==> config.mk <==
export PLATFORM = sky130hd
export DESIGN_NAME = mux_arbiter_4
export DESIGN_NICKNAME = d
export VERILOG_FILES = /design/src/rtl/mux_arbiter_4_pkg.sv /design/src/rtl/mux_arbiter_4_rr_pick4.sv /design/src/rtl/mux_arbiter_4.sv
export SDC_FILE = /design/constraint.sdc
export NUM_CORES = 1
export LEC_CHECK = 0
export CAP_MARGIN = 0
export CORE_MARGIN = 2
export CORE_UTILIZATION = 36
export CTS_BUF_LIST = sky130_fd_sc_hd__clkbuf_16
export CTS_CLUSTER_SIZE = 28
export DETAILED_ROUTE_END_ITERATION = 8
export GPL_ROUTABILITY_DRIVEN = 0
export PLACE_DENSITY = 0.73
export REMOVE_ABC_BUFFERS = 1
export SYNTH_ARGS = -nofsm -noshare
export SYNTH_HDL_FRONTEND = slang
export SYNTH_SLANG_ARGS = --single-unit
export TNS_END_PERCENT = 10
==> constraint.sdc <==
create_clock -name clk -period 2.1 [get_ports clk]
set_clock_uncertainty 0.2 [all_clocks]
set_input_delay 0.42 -clock clk [delete_from_list [all_inputs] [get_ports clk]]
set_output_delay 0.42 -clock clk [all_outputs]
set_load 0.02 [all_outputs]
==> src/rtl/mux_arbiter_4_pkg.sv <==
// mux_arbiter_4_pkg: shared state encodings, requester count and default hold limit
package mux_arbiter_4_pkg;
    typedef enum logic {IDLE = 1'b0, BUSY = 1'b1} state_t;
    localparam int NUM_REQ      = 4;
    localparam int MAX_HOLD_DEF = 4;
    function automatic logic [NUM_REQ-1:0] onehot4(input logic [1:0] i);
        return 4'b0001 << i;
    endfunction
endpackage

==> src/rtl/mux_arbiter_4_rr_pick4.sv <==
// rr_pick4: first asserted, non-excluded request scanning start, start+1, ... modulo 4
module rr_pick4 (
    input  logic [3:0] req,
    input  logic [1:0] start,
    input  logic [3:0] excl,
    output logic       found,
    output logic [1:0] idx
);
    logic [3:0] cand;
    logic [3:0] rot;
    always_comb begin
        cand  = req & ~excl;
        found = |cand;
        rot   = 4'({cand, cand} >> start);
        idx   = start;
        for (int k = 3; k >= 0; k--)
            if (rot[k]) idx = start + 2'(k);
    end
endmodule

==> src/rtl/mux_arbiter_4.sv <==
// mux_arbiter_4: round-robin 4-way arbiter with bounded hold and shared 4:1 data select
module mux_arbiter_4
    import mux_arbiter_4_pkg::*;
#(
    parameter int DATA_W   = 8,
    parameter int MAX_HOLD = MAX_HOLD_DEF
) (
    input  logic                  clk,
    input  logic                  rst,
    input  logic [NUM_REQ-1:0]    req,
    input  logic [4*DATA_W-1:0]   data_in,
    output logic [NUM_REQ-1:0]    gnt,
    output logic [1:0]            sel,
    output logic                  out_valid,
    output logic [DATA_W-1:0]     out_data
);
    localparam logic [3:0] MAXH = 4'(MAX_HOLD);
    state_t     state, state_n;
    logic [1:0] owner, owner_n, ptr, ptr_n, idx;
    logic [3:0] hold_cnt, hold_n;
    logic       found, handoff;
    // ptr always sits at owner+1 while busy, so scanning from ptr with the owner masked
    // yields the first pending requester after the owner
    rr_pick4 u_pick (
        .req   (req),
        .start (ptr),
        .excl  (state == BUSY ? onehot4(owner) : 4'b0000),
        .found (found),
        .idx   (idx)
    );
    always_comb begin
        state_n = state;
        owner_n = owner;
        ptr_n   = ptr;
        hold_n  = hold_cnt;
        handoff = state == IDLE ? found : found && (!req[owner] || hold_cnt >= MAXH);
        if (handoff) begin
            state_n = BUSY;
            owner_n = idx;
            ptr_n   = idx + 2'd1;
            hold_n  = 4'd1;
        end else if (state == BUSY && !req[owner]) begin
            state_n = IDLE;
            hold_n  = 4'd0;
        end else if (state == BUSY && hold_cnt < MAXH) begin
            hold_n  = hold_cnt + 4'd1;
        end
    end
    always_ff @(posedge clk) begin
        if (rst) begin
            state    <= IDLE;
            owner    <= 2'd0;
            ptr      <= 2'd0;
            hold_cnt <= 4'd0;
            gnt      <= '0;
        end else begin
            state    <= state_n;
            owner    <= owner_n;
            ptr      <= ptr_n;
            hold_cnt <= hold_n;
            gnt      <= state_n == BUSY ? onehot4(owner_n) : 4'b0000;
        end
    end
    assign sel       = owner;
    assign out_valid = state == BUSY && req[owner];
    assign out_data  = out_valid ? data_in[32'(owner)*DATA_W +: DATA_W] : '0;
endmodule

Yosys cells after proc, flatten, opt, wreduce, memory -nomap -nowiden --
Index checks and enable logic that the tools add are counted.
Cells by class: shifts and indexed selects 4, order comparisons 3, reductions and logical operators 10, multipliers 0, $add $sub $neg 5, muxes and demuxes 15, equality and inequality tests 0, div/mod/pow operators 0, bitwise operators 3
Operator list (number):
- variable part select 32 x 6 -> 8 bit | 1
- two-way mux 2 bit | 5
- two-way mux 8 bit | 1
- left shift 1 x 2 -> 4 bit, first input constant | 2
- right shift 8 x 2 -> 4 bit | 1
- two-way mux 1 bit | 7
- adder 2 x 1 -> 2 bit, second input constant | 2
- adder 2 bit, second input constant | 2
- adder 4 x 1 -> 4 bit, second input constant | 1
- AND 4 bit | 1
- greater-or-equal comparator 4 x 3 -> 1 bit, second input constant | 1
- logical AND 1 bit | 4
- < comparator 4 x 3 -> 1 bit, second input constant | 1
- two-way mux 4 bit | 1
- NOT 4 bit | 1
- OR reduction 4 bit | 1
- < comparator 2 x 3 -> 1 bit, second input constant | 1
- nonzero test 3 bit | 1
- OR reduction 3 bit | 1
- binary-select mux 1 bit (select 2 bit) | 1
- OR reduction 2 bit | 1
- zero test 1 bit | 1
- logical OR 1 bit | 1
- NOT 1 bit | 1
Word-level totals: output and inout port bits 15, memories 0, RAM bits 0, register bits 13, word-level logic and storage cells 46, memory bits (read-only) 0, input bits 38, bits in latches 0

Logic depth before layout (Yosys ltp) --
depth in word-level cells 11, mapped depth 8, gate-level depth less buffers 7

By module --
Synthesis repeated with hierarchy kept, for this count alone.
Unflattened totals: cells, all modules 107, area, all modules 1058.5 µm²
By module, submodules not included:
- mux_arbiter_4 | times used 1, cells an instance 86, area each 922.1 µm²
- rr_pick4 | times used 1, cells an instance 21, area each 136.4 µm²

Worst setup path before layout --
No wires, ideal clock.
kind reg2reg, from reg owner[0], in the netlist sel[0], to reg gnt[2], arrival 1.892 ns, stages on the path, launching flop included 8, required time 1.785 ns, period minus slack after synthesis 2.208 ns, slack -0.108 ns, cell sequence dfxtp_1 buf_6 mux4_2 nand3_2 o21a_4 buf_8 mux2_4 and3_1
On the way: cells in the longest elaborated chain, start to end 11, elaborated cells between the ends (all ways) 23, classes of those cells shift (3); mux (11); bitwise (3); reduce/logical (6)
Ends and longest elaborated chain:
- from (decl) | RTL line mux_arbiter_4.sv:19 | logic [1:0] owner, owner_n, ptr, ptr_n, idx;
- from (signal assigned) | RTL line mux_arbiter_4.sv:58 | owner <= owner_n;
- left shift 1 x 2 -> 4 bit | RTL line mux_arbiter_4_pkg.sv:7 | return 4'b0001 << i;
- two-way mux 4 bit | RTL line mux_arbiter_4.sv:27 | .excl (state == BUSY ? onehot4(owner) : 4'b0000),
- NOT 4 bit | RTL line mux_arbiter_4_rr_pick4.sv:12 | cand = req & ~excl;
- AND 4 bit | RTL line mux_arbiter_4_rr_pick4.sv:12
- right shift 8 x 2 -> 4 bit | RTL line mux_arbiter_4_rr_pick4.sv:14 | rot = 4'({cand, cand} >> start);
- two-way mux 2 bit (4 in series) | RTL line mux_arbiter_4_rr_pick4.sv:17 | if (rot[k]) idx = start + 2'(k);
- two-way mux 2 bit | RTL line mux_arbiter_4.sv:37 | if (handoff) begin
- left shift 1 x 2 -> 4 bit | RTL line mux_arbiter_4_pkg.sv:7
- to (signal assigned) | RTL line mux_arbiter_4.sv:61 | gnt <= state_n == BUSY ? onehot4(owner_n) : 4'b0000;
- to (decl) | RTL line mux_arbiter_4.sv:12 | output logic [NUM_REQ-1:0] gnt,
Parallel ways exist; a longest one is shown, timed or not. The select of a mux whose other input is x is not followed. A chain may end at the register's enable or synchronous reset.

Worst setup path in the final report --
from in req[1], to out out_data[3]
On the way: cells in the longest elaborated chain, start to end 4
Ends and longest elaborated chain:
- from (decl) | RTL line mux_arbiter_4.sv:10 | input logic [NUM_REQ-1:0] req,
- binary-select mux 1 bit (select 2 bit) | RTL line mux_arbiter_4.sv:65 | assign out_valid = state == BUSY && req[owner];
- two-way mux 1 bit (implied by the code) | RTL line mux_arbiter_4.sv:65
- logical AND 1 bit | RTL line mux_arbiter_4.sv:65
- two-way mux 8 bit | RTL line mux_arbiter_4.sv:66 | assign out_data = out_valid ? data_in[32'(owner)*DATA_W +: DATA_W] : '0;
- to (decl) | RTL line mux_arbiter_4.sv:15 | output logic [DATA_W-1:0] out_data
No other way between the ends. The select of a mux whose other input is x is not followed.

==> reports/metrics.csv <==
metric,value,unit
fin. max-slew vios,0,
Area Growth Syn to Fin,77.96,%
critical path's slowest cell,mux4_2,
outcome,finished with violations,
antenna diode count,0,
via-per-instance ratio,5.605,
Routed WL per cell,16.45,um
Hold WS,0.2754,ns
"IR drop worst, VDD",1035,uV
antenna-violating nets left,0,
drt initial violations,23,
Tcrit/Tclk final,1.076,
"Cell Area, Synth",1056,um2
CP startpoint kind,input port,
"Clk pin slew, worst setup/hold paths",0.04,ns
Max stage delay on crit path,0.52,ns
Placeable Area,2781,um2
Starting Density,0.3797,
# Max-Cap Violations,0,
DRC Markers,0,
Critical Path RT,1.48,ns
fraction of registers with async set/reset,0,
Syn Area/Cell,9.600,um2
Worst Path Arrival,1.64,ns
Slew headroom,0.7538,
CTS tree,built,
"Seq/Total Area, Yosys",0.2464,
measured slew at the worst slew-check pin,0.3679,ns
Layout fillers,216,
final hold vios,0,
Finished Layout Cells,205,
Root Buffer,clkbuf_16,
FP Rows,19,
Yosys warning total,0,
global-route wire length before repair,5.333,mm
number of library cell types mapped by synthesis,44,
Met1 Routed Length,1.310,mm
placed insts,197,
vias in the first global route,1191,
final setup vio count,15,
routed wl met3,213,um
Max Fclk,442.7,MHz
crit end category,primary output,
DRT Pass-1 Iters,4,
Overall Global Routing Usage,0.2054,
CP Cell Sequence,clkdlybuf4s15_1 > mux4_2 > buf_4 > and3_4 > buf_6,
total CTS buffers,3,
Mapped Cells,110,
Die Ht,58.16,um
Nets,214,
CTS H-tree lvls,1,
Leakage,0.0007745,uW
uppermost layer routed,met4,
antenna violations before repair,0,
min Tclk post-route,2.259,ns
critical path class,in -> out,
metal2 WL,1.792,mm
Die Width,58.16,um
Post-synth EDFFs,0,
"Power, Total",1925,uW
I/O Buffers,52,
Post-DP HPWL,2.381,mm
layout cell share with drive strength beyond 1,0.3621,
grt ovf,0,
worst hold-check path type,reg -> reg,
top post-synthesis cells by area,"dfxtp_1 25%, mux4_2 19%, and3_1 6.5%, a21oi_1 3.3%, buf_6 3.2%",
area taken by multi-input logic gates,809.5,um2
final worst slack,-0.1586,ns
Sequential Area,265.3,um2
largest net degree at the start of global routing,23,
Clock Path Buffers,2,
Seq cells post-synth,13,
failing checks,setup timing,
clock sinks,13,
Place WS,-0.7550,ns
Most used DFF post-synth,dfxtp_1,
top-level I/O count,53,
via count,1149,
critical path peak fanout,4,
Yosys top cell area share,0.2464,
WL final,3.373,mm
RSZ-0062 raised after global routing,yes,
cell taking the most area after synthesis,dfxtp_1,
clock latency on the worst-skew pair,0.24,ns
PD cells,1024,nW/um2
Die ar.,3383,um2
==> cells by family (layout without fill, tap and decap cells) <==
kind of cell | count (synthesis) | after routing | synth area share
xor gates and xnor gates | 1 | 1 | 0.008295
buffers and inverters | 13 | 76 | 0.08293
AOI/OAI and AO/OA | 27 | 27 | 0.1872
DFF | 13 | 13 | 0.2464
muxes | 14 | 15 | 0.2488
and+or+nand+nor | 41 | 41 | 0.2145
adders and majority gates | 1 | 1 | 0.01185
==> power by group <==
group	internal (uW)	switching, uW	leakage (uW)
Clock	253	104	0.0000409
Sequential	316	69.8	0.000108
Combinational	651	531	0.000626
==> critical path, delay by kind of cell <==
kind,cells,cell delay (ns)
muxes,1,0.52
and+or+nand+nor,1,0.17
buffers and inverters,3,0.53
==> stage by stage <==
stage          cell area, um2    util  TNS, ns
6_report                 1879  0.6757   -1.413
5_1_grt                  1879  0.6757   -1.976
4_1_cts                  1828  0.6572   -1.129
3_5_place_dp             1653  0.5942   -11.43
3_3_place_gp             1653  0.5942   -10.59
2_1_floorplan           983.4       -   -8.164
==> final timing paths <==
| check | start | to | slack, ns | cells past startpoint |
|---|---|---|---|---|
| setup / recovery | req[1] | out_data[3] | -0.16 | 5 |
| hold / removal | hold_cnt[2]$_SDFFE_PP0P_ | hold_cnt[2]$_SDFFE_PP0P_ | 0.28 | 1 |
| hold reg to reg | hold_cnt[2]$_SDFFE_PP0P_ | hold_cnt[2]$_SDFFE_PP0P_ | 0.28 | 1 |
| setup reg to reg | sel[0]$_SDFF_PP0_ | gnt[2]$_SDFF_PP0_ | -0.12 | 6 |
==> registers in the layout, summed over array words and instances, names as in the netlist <==
name / flops
gnt: 4
state: 1
hold_cnt: 4
sel: 2
ptr: 2
==> cell usage in the layout (no fill, tap or decap), drive strengths merged, types with 3 or more instances in the layout <==
cell and instances:
clkdlybuf4s50 30, buf 25, dfxtp 13, and3 11, mux4 10, nor2 8, dlygate4sd2 8, a21oi 7
nand2 7, inv 4, clkdlybuf4s15 4, o21ai 4, clkbuf 3, nor3 3, nand3 3, mux2i 3
==> final cells by class <==
| class | count | share of cell area |
|---|---|---|
| tap | 31 | 0.02064 |
| sequential | 13 | 0.1411 |
| inverter | 4 | 0.007989 |
| timing repair buffer | 68 | 0.3569 |
| clock inverter | 1 | 0.002663 |
| multi-input combinational | 85 | 0.4308 |
| clock buffer | 3 | 0.03995 |
==> cell usage after synthesis (2+ instances only) <==
master,count
o21ai_0,3
buf_6,3
a21boi_0,2
and3_1,11
dfxtp_1,13
nand2_1,7
clkbuf_1,3
a21oi_1,7
mux2i_1,2
nor2_1,8
mux4_2,9
nor2b_1,2
inv_1,3
nand3_2,2
nand2b_1,2
a211oi_1,2
and2_1,2
nor3_1,3
==> timing repair <==
item	4_1_cts	5_1_grt
gates resized for setup	82	13
gates cloned	1	0
hold buffers	0	0
buffers inserted	3	0
endpoints found under the setup margin	21	22
pin swaps	7	2
==> metal layers <==
layer | track usage | vias up
li1 | - | 550
met1 | 0.2309 | 547
met2 | 0.3782 | 46
met3 | 0.04911 | 6
met4 | 0.06645 | 0
met5 | 0 | -
Note: power is estimated with default switching activity, not from simulation.
